File: src/rtl/seq_divider_pkg.sv
// -----------------------------------------------------------------------------
// seq_divider_pkg
// Shared definitions for the multicycle signed divider:
//   - DIV_WIDTH : default operand/result width
//   - MAX_W     : widest operand the helper functions accept
//   - div_state_t : divider FSM state encoding
//   - neg_w / abs_w : two's-complement helpers. Callers zero-extend their
//     operand to MAX_W and keep the low WIDTH bits of the result. Those bits
//     are exact modulo 2^WIDTH, so the helpers serve any WIDTH <= MAX_W.
// -----------------------------------------------------------------------------
package seq_divider_pkg;

    localparam int DIV_WIDTH = 32;
    localparam int MAX_W     = 64;

    typedef enum logic [2:0] {
        S_IDLE = 3'd0,
        S_RUN  = 3'd1,
        S_FIX  = 3'd2,
        S_DONE = 3'd3,
        S_ZERR = 3'd4
    } div_state_t;

    // Two's-complement negation (modulo 2^MAX_W).
    function automatic logic [MAX_W-1:0] neg_w(input logic [MAX_W-1:0] v);
        return ~v + MAX_W'(1);
    endfunction

    // Magnitude of a value whose sign bit is supplied separately. The most
    // negative value maps to itself, which is correct modulo 2^WIDTH.
    function automatic logic [MAX_W-1:0] abs_w(input logic [MAX_W-1:0] v,
                                               input logic             is_neg);
        return is_neg ? neg_w(v) : v;
    endfunction

endpackage

File: src/rtl/seq_divider.sv
// -----------------------------------------------------------------------------
// seq_divider
// Multicycle signed restoring divider (MIPS DIV semantics: the quotient
// truncates toward zero and the remainder takes the sign of the dividend).
// One quotient bit is produced per clock, so the cost is one subtractor, a
// remainder/quotient shift-register pair and an iteration counter.
//
// Ports
//   clk       in   system clock, rising edge
//   reset     in   asynchronous active-high reset
//   div_init  in   start request, accepted only when idle
//   dividend  in   signed dividend, sampled with div_init
//   divisor   in   signed divisor, sampled with div_init
//   div_stop  out  one-cycle done pulse, hi/lo valid while high
//   div_zero  out  one-cycle divide-by-zero pulse
//   busy      out  operation in progress
//   hi        out  remainder, held until the next successful division
//   lo        out  quotient, held until the next successful division
// WIDTH must be between 2 and MAX_W.
// -----------------------------------------------------------------------------
module seq_divider
    import seq_divider_pkg::*;
#(
    parameter int WIDTH = DIV_WIDTH
) (
    input  logic             clk,
    input  logic             reset,
    input  logic             div_init,
    input  logic [WIDTH-1:0] dividend,
    input  logic [WIDTH-1:0] divisor,
    output logic             div_stop,
    output logic             div_zero,
    output logic             busy,
    output logic [WIDTH-1:0] hi,
    output logic [WIDTH-1:0] lo
);

    localparam int CW = $clog2(WIDTH);

    div_state_t       r_state;
    logic [WIDTH-1:0] r_q;      // quotient shift register (holds |dividend| at start)
    logic [WIDTH-1:0] r_rem;    // partial remainder
    logic [WIDTH-1:0] r_dvs;    // |divisor|
    logic             r_sq;     // quotient is negative
    logic             r_sr;     // remainder is negative
    logic [CW-1:0]    r_cnt;
    logic [WIDTH-1:0] r_hi;
    logic [WIDTH-1:0] r_lo;
    logic             r_stop;
    logic             r_zero;
    logic             r_busy;

    logic [WIDTH-1:0] w_dvd_abs;
    logic [WIDTH-1:0] w_dvs_abs;
    logic [WIDTH:0]   w_trial;
    logic [WIDTH-1:0] w_lo_fix;
    logic [WIDTH-1:0] w_hi_fix;

    assign w_dvd_abs = WIDTH'(abs_w(MAX_W'(dividend), dividend[WIDTH-1]));
    assign w_dvs_abs = WIDTH'(abs_w(MAX_W'(divisor),  divisor[WIDTH-1]));

    // Shifted remainder {rem, q_msb} minus |divisor|. The remainder is always
    // below |divisor| <= 2^(WIDTH-1), so the shifted value stays below 2^WIDTH
    // and the top bit of this WIDTH+1 bit difference is a clean borrow.
    assign w_trial = {r_rem, r_q[WIDTH-1]} - {1'b0, r_dvs};

    assign w_lo_fix = r_sq ? WIDTH'(neg_w(MAX_W'(r_q)))   : r_q;
    assign w_hi_fix = r_sr ? WIDTH'(neg_w(MAX_W'(r_rem))) : r_rem;

    always_ff @(posedge clk or posedge reset) begin
        if (reset) begin
            r_state <= S_IDLE;
            r_q     <= '0;
            r_rem   <= '0;
            r_dvs   <= '0;
            r_sq    <= 1'b0;
            r_sr    <= 1'b0;
            r_cnt   <= '0;
            r_hi    <= '0;
            r_lo    <= '0;
            r_stop  <= 1'b0;
            r_zero  <= 1'b0;
            r_busy  <= 1'b0;
        end else begin
            case (r_state)
                S_IDLE: begin
                    r_stop <= 1'b0;
                    r_busy <= div_init;
                    if (div_init) begin
                        if (divisor == '0) begin
                            r_zero  <= 1'b1;
                            r_state <= S_ZERR;
                        end else begin
                            r_q     <= w_dvd_abs;
                            r_dvs   <= w_dvs_abs;
                            r_rem   <= '0;
                            r_cnt   <= '0;
                            r_sq    <= dividend[WIDTH-1] ^ divisor[WIDTH-1];
                            r_sr    <= dividend[WIDTH-1];
                            r_state <= S_RUN;
                        end
                    end
                end
                S_RUN: begin
                    if (!w_trial[WIDTH]) begin
                        r_rem <= w_trial[WIDTH-1:0];
                    end else begin
                        r_rem <= {r_rem[WIDTH-2:0], r_q[WIDTH-1]};
                    end
                    r_q   <= {r_q[WIDTH-2:0], ~w_trial[WIDTH]};
                    r_cnt <= r_cnt + CW'(1);
                    if (r_cnt == CW'(WIDTH - 1)) begin
                        r_state <= S_FIX;
                    end
                end
                S_FIX: begin
                    r_lo    <= w_lo_fix;
                    r_hi    <= w_hi_fix;
                    r_state <= S_DONE;
                end
                S_DONE: begin
                    // busy stays up through the div_stop cycle and drops
                    // once the FSM is back in IDLE.
                    r_stop  <= 1'b1;
                    r_state <= S_IDLE;
                end
                S_ZERR: begin
                    r_zero  <= 1'b0;
                    r_busy  <= 1'b0;
                    r_state <= S_IDLE;
                end
                default: begin
                    r_state <= S_IDLE;
                end
            endcase
        end
    end

    assign div_stop = r_stop;
    assign div_zero = r_zero;
    assign busy     = r_busy;
    assign hi       = r_hi;
    assign lo       = r_lo;

endmodule

File: config.mk
export PLATFORM = sky130hd
export DESIGN_NAME = seq_divider
export DESIGN_NICKNAME = d
export VERILOG_FILES = /design/src/rtl/seq_divider_pkg.sv /design/src/rtl/seq_divider.sv
export SDC_FILE = /design/constraint.sdc
export NUM_CORES = 1
export LEC_CHECK = 0
export ABC_AREA = 1
export BUFFER_PORTS_ARGS = -buffer_cell sky130_fd_sc_hd__buf_4
export CAP_MARGIN = 25
export CELL_PAD_IN_SITES_DETAIL_PLACEMENT = 1
export CELL_PAD_IN_SITES_GLOBAL_PLACEMENT = 1
export CORE_UTILIZATION = 39
export CTS_BUF_LIST = sky130_fd_sc_hd__clkbuf_16
export CTS_CLUSTER_DIAMETER = 50
export CTS_CLUSTER_SIZE = 14
export DETAILED_ROUTE_END_ITERATION = 6
export HOLD_SLACK_MARGIN = 0.03
export PLACE_DENSITY = 0.84
export SLEW_MARGIN = 25
export SYNTH_ARGS = -nofsm -noshare
export SYNTH_HDL_FRONTEND = slang
export SYNTH_SLANG_ARGS = --single-unit
export TNS_END_PERCENT = 100
File: constraint.sdc
create_clock -name clk -period 5.83 [get_ports clk]
set_input_delay 1.166 -clock clk [delete_from_list [all_inputs] [get_ports clk]]
set_output_delay 1.166 -clock clk [all_outputs]
set_load 0.02 [all_outputs]
# Word-level counts from Yosys, hierarchy flattened
# Index checks and enable logic that the tools add are counted.
# op_classes
add_sub_neg,6
eq_ne,9
muxes,23
n_bitwise,7
reduce_logical,9
# op_table
cell,count
two-way mux 32 bit,9
adder 32 x 1 -> 32 bit (second input constant),4
inverter 32 bit,4
one-hot mux 32 bit (2 select lines),2
subtractor 33 x 32 -> 33 bit,1
logical NOT 32 bit,1
two-way mux 5 bit,2
one-hot mux 5 bit (2 select lines),1
two-way mux 3 bit,3
one-hot mux 3 bit (3 select lines),1
AND reduction 3 bit,3
inequality test 2 bit (second input constant),4
equality test 3 x 2 -> 1 bit (second input constant),2
one-hot mux 1 bit (2 select lines),3
nonzero test 2 bit,3
adder 5 x 1 -> 5 bit (second input constant),1
equality test 5 bit (second input constant),1
equality test 3 x 1 -> 1 bit (second input constant),1
equality test 3 bit (second input constant),1
logical NOT 3 bit,1
two-way mux 1 bit,2
inverter 1 bit,2
AND reduction 2 bit,1
XOR 1 bit,1
# totals
register_bits,173
inputBits,67

# Logic depth before layout (Yosys ltp)
# depth
word_depth,6
ltp_mapped,18

# Worst setup path after synthesis
# No wires, ideal clock.
# synth_path
kind,input to register
start,in dividend[0]
end,reg r_q[16]
setup_ns,0.124
arrival_ns,2.471
required_time_ns,5.706
setup_slack_ns,3.235
cell_stages,10
n_path_buf,0
path_cell_list,inv_1 -> ha_1 -> inv_1 -> nor2_1 -> nand4_1 -> o21ai_0 -> o21ai_0 -> xor2_1 -> nand2_1 -> nand3_1
# synth_between
elab_chain_len,6
# synth_lines
item,line_no,source
from (decl),seq_divider.sv:29,"input logic [WIDTH-1:0] dividend,"
inverter 32 bit,seq_divider_pkg.sv:26,return ~v + MAX_W'(1);
adder 32 x 1 -> 32 bit,seq_divider_pkg.sv:26,
two-way mux 32 bit,seq_divider_pkg.sv:33,return is_neg ? neg_w(v) : v;
two-way mux 32 bit,seq_divider.sv:90,if (divisor == '0) begin
two-way mux 32 bit,seq_divider.sv:89,if (div_init) begin
one-hot mux 32 bit (2 select lines),seq_divider.sv:85,case (r_state)
to (signal assigned),seq_divider.sv:94,r_q <= w_dvd_abs;
to (signal assigned),seq_divider.sv:110,"r_q <= {r_q[WIDTH-2:0], ~w_trial[WIDTH]};"
to (decl),seq_divider.sv:41,logic [WIDTH-1:0] r_q;
# Every way passes these cells. The select of a mux whose other input is x is not followed.
# A chain may end at the register's enable or synchronous reset.

# Final worst setup path
# layout_path
start,in divisor[31]
end,reg r_q[11]
# layout_between
elab_chain_len,3
# layout_lines
item,line_no,source
from (decl),seq_divider.sv:30,"input logic [WIDTH-1:0] divisor,"
logical NOT 32 bit,seq_divider.sv:90,
inequality test 2 bit (no line),--,
AND reduction 3 bit (no line),--,
# Every way passes these cells.

==> out/summary.txt <==
OUTCOME
--------------------------------------------------------------------------------------------------------
Status                                                                                      complete, no violations

ROUTING
--------------------------------------------------------------------------------------------------------
Total length of routed wires                                                                     45.7 mm
Detail-routed net length per standard cell                                                       17.7 um
Post-route antenna net violation count                                                                 0
Number of vias per cell                                                                             5.24
DRC violation count after routing                                                                      0
First drt pass iteration count                                                                         5
Drt initial violations                                                                               776
Via Count                                                                                         13,600

PWR
--------------------------------------------------------------------------------------------------------
Worst voltage drop across the vdd grid                                                          0.427 mV
Clock network fraction of total power                                                              0.116
Power share of the combinational group                                                             0.646
Sequential share of power                                                                          0.238
Cell area power density                                                                      691 nW/um^2
Internal power contribution                                                                      4.73 mW
P_sw                                                                                             5.82 mW
Leakage component of the power                                                                   8.07 nW
Net switching share of the total power                                                             0.552

GLOBAL ROUTING
--------------------------------------------------------------------------------------------------------
Total global routing track utilization                                                             0.266
Number of global-route vias before repair                                                         13,900
Largest net degree at the start of global routing                                                    174
Global route overflow                                                                                  0
Initial antenna violation count                                                                        0
Wire length of the first global-routing pass                                                     74.0 mm

LOGIC SYNTHESIS
--------------------------------------------------------------------------------------------------------
Synth Flop Type                                                                             sky130_fd_sc_hd__dfrtp_1
Count of distinct cell types in the synthesized netlist                                               48
Average size of a mapped cell                                                                 6.56 sq um
Number of synthesized register bits                                                                  173
Ys Warns                                                                                               0
Share of flip-flops with an asynchronous set or reset                                               1.00
Gate Count Post-Synth                                                                              2,030
Cell area after synthesis                                                                   13,300 sq um
Post-synth top area cell                                                                    sky130_fd_sc_hd__dfrtp_1
Cells taking the most area after synthesis                                                  sky130_fd_sc_hd__dfrtp_1, sky130_fd_sc_hd__nand2_1, sky130_fd_sc_hd__inv_1
Sequential cell area fraction in the yosys report                                                  0.325
Number of nets produced by synthesis                                                               2,136
Number of enable flip-flop cells after synthesis                                                       0
Fraction of post-synthesis cell area in the top cell type by area                                  0.325

FLOORPLAN
--------------------------------------------------------------------------------------------------------
Width of the die                                                                                  187 um
I/O pins                                                                                             134
Rows                                                                                                  67
Core box area                                                                               33,600 sq um
Starting density of the core                                                                       0.396
Die area                                                                                    34,900 sq um
DIE HEIGHT                                                                                        187 um

STA
--------------------------------------------------------------------------------------------------------
Slew @ Worst Pin                                                                                 1180 ps
Share of the cycle needed by the critical path after routing                                       0.560
Max Transition Viols Final                                                                             0
Unrepaired setup endpoints after global routing                                                    false
Number of failing hold endpoints at the final stage                                                    0
Tmin final                                                                                       3260 ps
Maximum clock frequency                                                                          307 MHz
Worst slew margin relative to its limit                                                            0.210
Tightest hold margin                                                                              483 ps
Post-route clock skew                                                                            13.6 ps
Final setup TNS                                                                                     0 ps
Setup violators final                                                                                  0

CLOCK TREE
--------------------------------------------------------------------------------------------------------
Cts bufs inserted                                                                                     17
CTS resizes                                                                                            0
CTS tree                                                                                             yes
Number of buffers added for setup after CTS                                                            0
Clock Tree Buf Depth                                                                                   2
Clk_lat worst skew                                                                                460 ps
Number of H-tree branching levels                                                                      4
Total clock sinks                                                                                    173
Post-CTS clock slew at the launch and capture registers of the worst setup and hold paths          80 ps
CTS Hold Buffers Added                                                                                 0
CTS root buffer                                                                             sky130_fd_sc_hd__clkbuf_16

PLACEMENT
--------------------------------------------------------------------------------------------------------
Post-place instance area                                                                    14,700 sq um
Placed wire-length estimate                                                                      36.1 mm
Final Wtd Congestion                                                                               0.941
Count of buffers inserted at the top-level ports                                                     133

MIN PATH
--------------------------------------------------------------------------------------------------------
Critical hold path startpoint                                                                     lo[30]
Type of the tightest min-delay check                                                          reg -> reg

FINISH
--------------------------------------------------------------------------------------------------------
Proportion of layout cells with a drive suffix above 1                                             0.121
Number of diodes                                                                                       0
Most frequent cells in the layout                                                           sky130_fd_sc_hd__nand2_1, sky130_fd_sc_hd__inv_1, sky130_fd_sc_hd__nand3_1
Layout Nets                                                                                        2,233
Most common library cell in the layout ignoring fill and taps                               sky130_fd_sc_hd__nand2_1
Utilization after layout                                                                           0.454
Synthesis-to-finish area growth                                                                    14.6%
Final instance area                                                                         15,300 sq um

SETUP PATH
--------------------------------------------------------------------------------------------------------
Data required time of the worst path                                                             6180 ps
Critical path class                                                                            in -> reg
Worst setup path start                                                                       divisor[31]
Arrival time reported for the critical path endpoint                                             3620 ps
Max Fanout on Critical Path                                                                           31
Kind of start point of the critical path                                                       input pin
Worst setup EP type                                                                                 flop
Reg-to-Reg Start                                                                              r_state[1]

JOB
--------------------------------------------------------------------------------------------------------
# Max-Cap Violations                                                                                   0

-- layer usage --
metal	vias to the layer above	wire length, um	track usage	part of all wire
met5	-	0	0	0
met4	0	1450	0.101	0.032
met3	71	1740	0.0341	0.038
met2	305	22300	0.455	0.49
met1	6599	20200	0.342	0.44
li1	6593	-	-	-
-- power groups by stage --
stage	Combinational [mW]	Sequential [mW]	Clock [mW]
CTS	6.81	2.51	1.23
detailed placement	6.74	2.52	0
global placement	6.47	2.49	0
global route	7.59	2.58	1.28
finish	6.81	2.51	1.22
floorplan	4.74	2.46	0
-- sequential cells by signal (all words and copies together) (netlist names) --
signal / flops
hi: 32
r_rem: 32
r_q: 32
r_dvs: 32
div_stop: 1
r_cnt: 5
r_sr: 1
lo: 32
r_state: 3
div_zero: 1
r_sq: 1
busy: 1
-- cell usage after synthesis (2+ instances only) --
cell                       count
sky130_fd_sc_hd__nand3b_1     15
sky130_fd_sc_hd__xnor2_1      16
sky130_fd_sc_hd__buf_4         6
sky130_fd_sc_hd__nand2_2      32
sky130_fd_sc_hd__clkbuf_1     30
sky130_fd_sc_hd__o21ai_1       7
sky130_fd_sc_hd__o21ai_0      99
sky130_fd_sc_hd__inv_1       272
sky130_fd_sc_hd__nor2_2        4
sky130_fd_sc_hd__nor4_1        3
sky130_fd_sc_hd__and2_1        4
sky130_fd_sc_hd__nand3_2      20
sky130_fd_sc_hd__a21o_1        3
sky130_fd_sc_hd__nand2_8       2
sky130_fd_sc_hd__nor3_2        2
sky130_fd_sc_hd__inv_2         8
sky130_fd_sc_hd__o21ai_2       2
sky130_fd_sc_hd__nor3_1       20
sky130_fd_sc_hd__nor2_1      171
sky130_fd_sc_hd__dfrtp_1     173
sky130_fd_sc_hd__o211ai_1     33
sky130_fd_sc_hd__o21bai_1      3
sky130_fd_sc_hd__o22ai_1       3
sky130_fd_sc_hd__xor2_1       72
sky130_fd_sc_hd__nand3_4       2
sky130_fd_sc_hd__nand3_1     193
sky130_fd_sc_hd__or2_2         6
sky130_fd_sc_hd__buf_1         4
sky130_fd_sc_hd__ha_1         38
sky130_fd_sc_hd__a31oi_1       3
sky130_fd_sc_hd__o31ai_1       4
sky130_fd_sc_hd__a21oi_2       2
sky130_fd_sc_hd__buf_12        2
sky130_fd_sc_hd__a21oi_1      36
sky130_fd_sc_hd__buf_2        18
sky130_fd_sc_hd__a22o_1        2
sky130_fd_sc_hd__nand4_1      19
sky130_fd_sc_hd__nand2_4       5
sky130_fd_sc_hd__nand2_1     687
-- final timing paths --
path | end | slack (ps) | cells past startpoint
max | r_q[11] | 2570 | 9
min in group asynchronous | hi[12] | 830 | 3
max reg2reg | r_cnt[0] | 2630 | 8
min | lo[30] | 480 | 2
min reg2reg | lo[30] | 480 | 2
max in group asynchronous | hi[1] | 3990 | 3
-- stage by stage --
| stage | cells | setup slack, ps | power, mW |
|---|---|---|---|
| 2_1_floorplan | 2030 | 2450 | 7.20 |
| 3_3_place_gp | 2556 | 2290 | 8.96 |
| 3_5_place_dp | 2556 | 2130 | 9.26 |
| 4_1_cts | 2588 | 2620 | 10.6 |
| 5_1_grt | 2588 | 2350 | 11.4 |
| 6_report | 2588 | 2570 | 10.5 |
-- final cells by class --
cell class / count / area, sq um
inverters: 281 / 1060
clock buffers: 17 / 425
flip-flops and latches: 173 / 4330
well taps: 448 / 561
clock inverters: 15 / 194
repair buffers: 139 / 1060
fillers: 4526 / 18300
multi-input cells: 1515 / 7650
-- kinds of logic after synthesis --
| kind of cell | after synthesis | share of synthesized area |
|---|---|---|
| buf+inv | 342 | 0.103 |
| simple gates | 1188 | 0.391 |
| xor+xnor | 88 | 0.0578 |
| flops | 173 | 0.325 |
| compound gates | 200 | 0.0867 |
| fa+ha+maj | 39 | 0.0372 |
-- critical path, stage by stage --
cell and delay, ps:
sky130_fd_sc_hd__buf_4 270, sky130_fd_sc_hd__inv_1 270, sky130_fd_sc_hd__nand4_1 190, sky130_fd_sc_hd__nor2_1 70
sky130_fd_sc_hd__nand4_1 140, sky130_fd_sc_hd__nand3_2 500, sky130_fd_sc_hd__inv_2 680, sky130_fd_sc_hd__nand3_1 170
sky130_fd_sc_hd__o211ai_1 130
Note: power is estimated with default switching activity, not from simulation.
